$ cat src/rtl/rx_buffer_ctrl.sv
`default_nettype none
// ============================================================================
// Module   : rx_buffer_ctrl
// Purpose  : Two-entry UART receive buffer (UDR FIFO) with error flags,
//            character-size masking and receive-complete interrupt.
// Revision : 1.0 - initial release
// ============================================================================
module rx_buffer_ctrl (
  input  logic       i_clk,
  input  logic       i_rst_n,
  input  logic       i_rxen,
  input  logic [2:0] i_ucsz,
  input  logic [8:0] i_shift_register,
  input  logic       i_shift_register_valid,
  input  logic       i_frame_error,
  input  logic       i_parity_error,
  input  logic       i_data_overrun,
  input  logic       i_udr_read,
  input  logic       i_rxcie,
  output logic [7:0] o_udr,
  output logic       o_rxb8,
  output logic       o_fe,
  output logic       o_upe,
  output logic       o_dor,
  output logic       o_rxc,
  output logic       o_rxc_int,
  output logic       o_udr_valid,
  output logic       o_receive_buffer_valid
);

  typedef enum logic [1:0] {
    ST_EMPTY = 2'd0,
    ST_ONE   = 2'd1,
    ST_FULL  = 2'd2
  } state_t;

  // Entry layout: [11:3] data, [2] FE, [1] UPE, [0] DOR
  localparam logic [11:0] c_ENTRY_ZERO = 12'h000;

  state_t      r_state;
  state_t      w_state_nxt;
  logic [11:0] r_ent0;
  logic [11:0] r_ent1;
  logic [11:0] w_ent0_nxt;
  logic [11:0] w_ent1_nxt;
  logic [11:0] w_new;
  logic        w_wr;
  logic        w_rd;

  assign w_new = {i_shift_register, i_frame_error, i_parity_error, i_data_overrun};
  assign w_wr  = i_shift_register_valid;
  assign w_rd  = i_udr_read && (r_state != ST_EMPTY);

  always_ff @(posedge i_clk or negedge i_rst_n) begin
    if (!i_rst_n) begin
      r_state <= ST_EMPTY;
      r_ent0  <= c_ENTRY_ZERO;
      r_ent1  <= c_ENTRY_ZERO;
    end else begin
      r_state <= w_state_nxt;
      r_ent0  <= w_ent0_nxt;
      r_ent1  <= w_ent1_nxt;
    end
  end

  always_comb begin
    w_state_nxt = r_state;
    w_ent0_nxt  = r_ent0;
    w_ent1_nxt  = r_ent1;
    if (!i_rxen) begin
      // Flush wins over any coincident write or read
      w_state_nxt = ST_EMPTY;
      w_ent0_nxt  = c_ENTRY_ZERO;
      w_ent1_nxt  = c_ENTRY_ZERO;
    end else begin
      case (r_state)
        ST_EMPTY: begin
          if (w_wr) begin
            w_ent0_nxt  = w_new;
            w_state_nxt = ST_ONE;
          end
        end
        ST_ONE: begin
          if (w_wr && w_rd) begin
            w_ent0_nxt = w_new;
            w_ent1_nxt = c_ENTRY_ZERO;
          end else if (w_wr) begin
            w_ent1_nxt  = w_new;
            w_state_nxt = ST_FULL;
          end else if (w_rd) begin
            w_ent0_nxt  = r_ent1;
            w_ent1_nxt  = c_ENTRY_ZERO;
            w_state_nxt = ST_EMPTY;
          end
        end
        ST_FULL: begin
          if (w_wr && w_rd) begin
            w_ent0_nxt = r_ent1;
            w_ent1_nxt = w_new;
          end else if (w_wr) begin
            // Overrun: frame dropped, tail carries a sticky DOR
            w_ent1_nxt[0] = 1'b1;
          end else if (w_rd) begin
            w_ent0_nxt  = r_ent1;
            w_ent1_nxt  = c_ENTRY_ZERO;
            w_state_nxt = ST_ONE;
          end
        end
        default: begin
          w_state_nxt = ST_EMPTY;
          w_ent0_nxt  = c_ENTRY_ZERO;
          w_ent1_nxt  = c_ENTRY_ZERO;
        end
      endcase
    end
  end

  logic       w_head_valid;
  logic       w_ucsz_ok;
  logic [8:0] w_head_data;
  logic [7:0] w_udr_masked;

  assign w_head_valid = (r_state != ST_EMPTY);
  assign w_head_data  = r_ent0[11:3];
  assign w_ucsz_ok    = (i_ucsz[2] == 1'b0) || (i_ucsz == 3'b111);

  always_comb begin
    w_udr_masked = 8'h00;
    case (i_ucsz)
      3'b000:  w_udr_masked = {3'b000, w_head_data[4:0]};
      3'b001:  w_udr_masked = {2'b00, w_head_data[5:0]};
      3'b010:  w_udr_masked = {1'b0, w_head_data[6:0]};
      3'b011,
      3'b111:  w_udr_masked = w_head_data[7:0];
      default: w_udr_masked = 8'h00;
    endcase
  end

  assign o_udr                  = (w_head_valid && w_ucsz_ok) ? w_udr_masked : 8'h00;
  assign o_rxb8                 = w_head_valid && (i_ucsz == 3'b111) && w_head_data[8];
  assign o_fe                   = w_head_valid && w_ucsz_ok && r_ent0[2];
  assign o_upe                  = w_head_valid && w_ucsz_ok && r_ent0[1];
  assign o_dor                  = w_head_valid && w_ucsz_ok && r_ent0[0];
  assign o_rxc                  = w_head_valid;
  assign o_udr_valid            = w_head_valid;
  assign o_rxc_int              = w_head_valid && i_rxcie;
  assign o_receive_buffer_valid = (r_state == ST_FULL);

endmodule
`default_nettype wire

$ cat config.mk
export PLATFORM = sky130hd
export DESIGN_NAME = rx_buffer_ctrl
export DESIGN_NICKNAME = d
export VERILOG_FILES = /design/src/rtl/rx_buffer_ctrl.sv
export SDC_FILE = /design/constraint.sdc
export NUM_CORES = 1
export LEC_CHECK = 0
export ABC_CLOCK_PERIOD_IN_PS = 2700
export BUFFER_PORTS_ARGS = -buffer_cell sky130_fd_sc_hd__buf_2
export CORE_MARGIN = 2
export CORE_UTILIZATION = 59
export CTS_BUF_LIST = sky130_fd_sc_hd__clkbuf_8 sky130_fd_sc_hd__clkbuf_16
export CTS_CLUSTER_SIZE = 20
export DETAILED_ROUTE_END_ITERATION = 12
export GPL_ROUTABILITY_DRIVEN = 1
export HOLD_SLACK_MARGIN = 0.1
export PLACE_DENSITY = 0.85
export RECOVER_POWER = 25
export SLEW_MARGIN = 20
export SYNTH_ARGS = -nofsm -noshare
export SYNTH_HDL_FRONTEND = slang
export SYNTH_SLANG_ARGS = --single-unit
$ cat constraint.sdc
create_clock -name i_clk -period 2.7 [get_ports i_clk]
set_clock_uncertainty 0.05 [all_clocks]
set_input_delay 0.405 -clock i_clk [delete_from_list [all_inputs] [get_ports i_clk]]
set_output_delay 0.405 -clock i_clk [all_outputs]
set_load 0.05 [all_outputs]
==> metrics.txt, run 1 <==
status=completed; hold path depth=3; synthesized area=2060 um^2; CTS tree=done; first-pass GRT wire length=9350 um; CP Class=flop to output port; Die Wd=63.2 um; Yosys top cell by area=dfrtp_1; Yosys reg bits=26; Slew @ Worst Pin=1470 ps; FP Rows=21; 1st-iter DRT viols=223; simple-gate share of the synthesized area=15.2%; main combinational cell family by area after synthesis=compound AO/OA/AOI/OAI gates; relative slew slack=2.22%; CP required=2250 ps; most frequent cell after synthesis=o21ai_0; Max Cap Viol=0; die height=63.2 um; Slowest-stage cell, CP=dfrtp_1; PwrDens=618 nW/um^2; Fillers=287; Arr. time, crit path=1920 ps; initial antenna violation count=0; gpl congestion=0.915; routed via count=2122; max-slew violation total from the final report=0; total die area=3990 um^2; final antenna diode count=0; Adder-Cell Fraction of Synth Area=2.42%; met3 wirelength from detailed routing=355 um; Synth top area share=31.5%; Placed Cells=323; sequential area share after synthesis=31.5%; slowest stage delay, CP=390 ps; CTS root buffer=clkbuf_8; Max Freq=0.421 GHz; final net count=308; WL per Instance=16.2 um; r2r startpoint=r_state[0]; TritonRoute pass-1 iters=5; worst skew pair latency=270 ps; dpl hpwl=3350 um; Post-synth top cells=o21ai_0, dfrtp_1, nand2_1; unrepaired setup endpoints after global routing=no; Crit path max-delay family=buffers and inverters; IO buf count=36; Post-CTS Hold Buffers=1; post-synth cell types=38; Core Area=3340 um^2; Starting Density=61.9%; warnings from Yosys=0; wl on met1=2410 um; largest net degree at the start of global routing=34; DR top layer=met4; Post-CTS Setup Bufs=0; Worst VDD drop=0.395 mV; min Tclk post-route=2380 ps; synth top area cells=dfrtp_1, o21ai_0, a221o_1, o21ai_1, nand2_1; Startpoint Class=flop; vias in the first global route=1952; Post-Syn Nets=284; Worst Setup SP=r_state[0]; overall power=0.00142 W; R2R depth=5; min-delay src=i_rxen; syn_area_per_cell=7.97 um^2; ys async rst share=100%; P_leak=0.997 nW; CTS H-tree lvls=1; Area Growth Syn to Fin=11.4%; Post-Route WL=5300 um; Max clock buf depth=2; design area=2300 um^2; Cell Count, Final, Fillers Out=328; GRT Overall Usage=28.4%; grt ovf=0; number of synthesized flops with an enable pin=0; CP Cell Sequence=inv_1, ha_1, a21oi_1, buf_4, o211a_1, buf_2; clock transition at the registers of the reported paths=100 ps; period utilisation layout=88.0%; mux cell area share after synthesis=3.09%; final setup vio count=0; Max FO, Critical Path=13; critical path depth in cells=6; Synth Area in Compound Gates=40.4%; # IOs=37; Top FF cell, synth=dfrtp_1; Placement Cell Area=2220 um^2; Residual DRC=0; post-CTS resize count=0; CP endpoint kind=output port; Final Hold Slack=376 ps; clock buffer count from CTS=3; share of cells above drive strength 1=18.4%; Mapped Cells=259; antenna-violating nets left=0; Hold WC Path Type=primary input to flop; Fin. Hold Viols=0; buffer and inverter count on the worst path=3; met2 WL=2480 um; Avg Vias per Cell=6.47; Setup TNS Final=0 ps; XOR/XNOR share of the synthesized area=0%; clock sink count=26
## worst paths after layout
path,to,slack [ps]
worst max-delay path,o_udr[5],320
worst min-delay path,r_state[0],380
max in group asynchronous,r_ent1[8],800
worst min register to register,r_ent1[7],510
worst max register to register,r_state[1],540
min in group asynchronous,r_state[0],940
## per-stage QoR
stage          utilization [%]  setup slack (ps)
3_5_place_dp              66.5               566
4_1_cts                   69.0               340
3_3_place_gp              66.5               637
6_report                  68.9               325
2_1_floorplan                -               465
5_1_grt                   68.9               204
## routing by layer
layer,vias to the layer above,GRT usage [%]
met5,-,0
met4,0,10.3
met3,6,3.57
met2,98,46.9
met1,1001,38.2
li1,1017,-
## final cells by class
| class | instances | area [um^2] | share of cell area, % |
|---|---|---|---|
| clock inverter | 1 | 30.0 | 1.31 |
| clock buffer | 3 | 41.3 | 1.80 |
| multi-input combinational | 202 | 1260 | 54.8 |
| sequential | 26 | 651 | 28.3 |
| timing repair buffer | 43 | 234 | 10.2 |
| tap | 46 | 57.6 | 2.50 |
| inverter | 7 | 26.3 | 1.14 |
## cells in the final DEF (no fill, tap or decap), drive strengths merged, types with 4 or more instances in the layout
cell and count:
clkbuf 4, nor2 12, a32o 7, dfrtp 26, a22oi 11, nand2 26, a221o 12, nor2b 5
o21ai 66, buf 41, and2 9, ha 4, inv 7, a21oi 19
## power breakdown
| group | leakage [nW] | internal, W | total, W | switching (W) |
|---|---|---|---|---|
| clock | 0.0357 | 0.000199 | 0.000334 | 0.000135 |
| combinational | 0.606 | 0.000196 | 0.000628 | 0.000431 |
| sequential | 0.356 | 0.000428 | 0.000460 | 0.0000322 |
| total | 0.997 | 0.000823 | 0.00142 | 0.000599 |
## registers in the layout, indices dropped and copies added (netlist names)
register and cells:
r_ent0 12, r_ent1 12, r_state 2
## cells by family after synthesis
| family | Yosys count |
|---|---|
| mux | 6 |
| buf+inv | 31 |
| simple gates | 61 |
| flops | 26 |
| fa+ha+maj | 4 |
| compound gates | 131 |
## worst register-to-register path: stages (launching register included)
cell and delay, ps:
dfrtp_1 410, inv_1 130, ha_1 440, and2b_4 340, o311a_1 350, mux2_1 320
Power figures use the tool's default switching activity.
==> run 2, diff against run 1 <==
--- a/config.mk
+++ b/config.mk
@@ -7,6 +7,7 @@
 export LEC_CHECK = 0
 export ABC_CLOCK_PERIOD_IN_PS = 2700
 export BUFFER_PORTS_ARGS = -buffer_cell sky130_fd_sc_hd__buf_2
+export CORE_ASPECT_RATIO = 1.4
 export CORE_MARGIN = 2
 export CORE_UTILIZATION = 59
 export CTS_BUF_LIST = sky130_fd_sc_hd__clkbuf_8 sky130_fd_sc_hd__clkbuf_16
==> run 2 against run 1 <==
- the run now ends with capacitance limit left
- worst hold slack better by 4.5 ps
- wire length up 6.2%
- critical path depth unchanged
- global-route usage up 2.2 points
- utilization down 1.8 points
- die area up 0.16%
- critical endpoint unchanged
- clock power down 31%
- design area down 1.4%
- final cell count down 1.8%
- non-clock buffer count up 1
- first-iteration DRC count down 42%
- largest power group unchanged
- setup slack better by 7.5 ps
==> metrics.txt, run 2 (synthesized netlist as in run 1, its figures left out) <==
Area Growth Syn to Fin=9.82%; grt ovf=0; CTS tree=done; post-CTS resize count=0; vias in the first global route=1978; failing checks=capacitance limit; commonest non-fill, non-tap cells in the layout=o21ai_0, buf_2, nand2_1, dfrtp_1, o21ai_1; Starting Density=61.1%; share of cells above drive strength 1=18.8%; PwrDens=584 nW/um^2; FP Rows=25; CP required=2250 ps; final antenna diode count=0; Post-Route WL=5630 um; final setup vio count=0; Final Hold Slack=380 ps; CTS H-tree lvls=1; max-slew violation total from the final report=0; first-pass GRT wire length=9150 um; overall power=0.00132 W; Avg Vias per Cell=6.65; top flop regs=r_ent0 x12, r_ent1 x12, r_state x2; Slew @ Worst Pin=1500 ps; antenna-violating nets left=0; die height=74.0 um; Max Cap Viol=1; Startpoint Class=flop; hold path depth=2; Post-CTS Hold Buffers=0; Max FO, Critical Path=13; buffer and inverter count on the worst path=3; IO buf count=36; CP Class=flop to output port; Worst VDD drop=0.527 mV; P_leak=0.988 nW; R2R depth=5; Setup TNS Final=0 ps; Final Core Density=67.1%; gpl congestion=0.924; critical path depth in cells=6; 1st-iter DRT viols=130; CTS root buffer=clkbuf_8; clock buffer count from CTS=3; Max Freq=0.422 GHz; largest net degree at the start of global routing=34; WL per Instance=17.5 um; relative slew slack=0.162%; clock transition at the registers of the reported paths=100 ps; CP Cell Sequence=inv_1, ha_1, a21oi_1, buf_4, o211a_1, buf_2; Post-CTS Setup Bufs=0; period utilisation layout=87.7%; Fin. Hold Viols=0; Hold WC Path Type=primary input to flop; initial antenna violation count=0; unrepaired setup endpoints after global routing=no; total die area=4000 um^2; clock sink count=26; Slowest-stage cell, CP=dfrtp_1; final net count=309; Core Area=3380 um^2; routed via count=2141; Max clock buf depth=2; dpl hpwl=3720 um; Arr. time, crit path=1910 ps; slowest stage delay, CP=390 ps; Die Wd=54.0 um; Crit path max-delay family=buffers and inverters; status=complete, but fails checks; Residual DRC=0; commonest non-fill, non-tap cell in the layout=o21ai_0; worst skew pair latency=280 ps; TritonRoute pass-1 iters=4; min Tclk post-route=2370 ps; # IOs=37; CP endpoint kind=output port; GRT Overall Usage=30.6%
[run 2: cell count changes in the layout (fill, tap and decap cells not counted)]
cell / change
buf_4: +2
bufinv_16: -1
dlygate4sd3_1: -1
[run 2: routing by layer]
metal	up-vias	share of wire, %	GRT usage, %
met1	1008	39	37.9
met3	12	8.6	3.61
met2	105	50	52.7
met4	0	1.9	13.3
li1	1016	-	-
met5	-	0	0
[run 2: power breakdown]
group	switching, W	internal, W	leakage [nW]
Clock	0.000132	0.000100	0.0216
Combinational	0.000431	0.000200	0.611
Sequential	0.0000331	0.000428	0.356
Total	0.000596	0.000728	0.988
[run 2: worst paths after layout]
path	from	endpoint	slack, ps
min reg2reg	r_ent1[7]	r_ent1[7]	500
min	i_rxen	r_ent1[0]	380
min in group asynchronous	i_rst_n	r_ent0[9]	420
max reg2reg	r_state[0]	r_state[1]	560
max in group asynchronous	i_rst_n	r_ent0[0]	1300
max	r_state[0]	o_udr[5]	330
[run 2: area by class of cell]
type | count | area (um^2)
repair buffers | 44 | 239
inverters | 7 | 26.3
clock buffers | 3 | 41.3
well taps | 40 | 50.0
multi-input cells | 202 | 1260
flip-flops and latches | 26 | 651
fillers | 296 | 1110
[run 2: worst register-to-register path: stages (launching register included)]
cell     delay, ps
dfrtp_1        420
inv_1          130
ha_1           420
and2b_4        330
o311a_1        350
mux2_1         330
[run 2: per-stage QoR]
stage               instance area [um^2]  std cells  setup WS [ps]
floorplan                           2060        259            465
global placement                    2230        319            684
detailed placement                  2230        319            587
CTS                                 2270        322            327
global route                        2270        322            221
finish                              2270        322            332
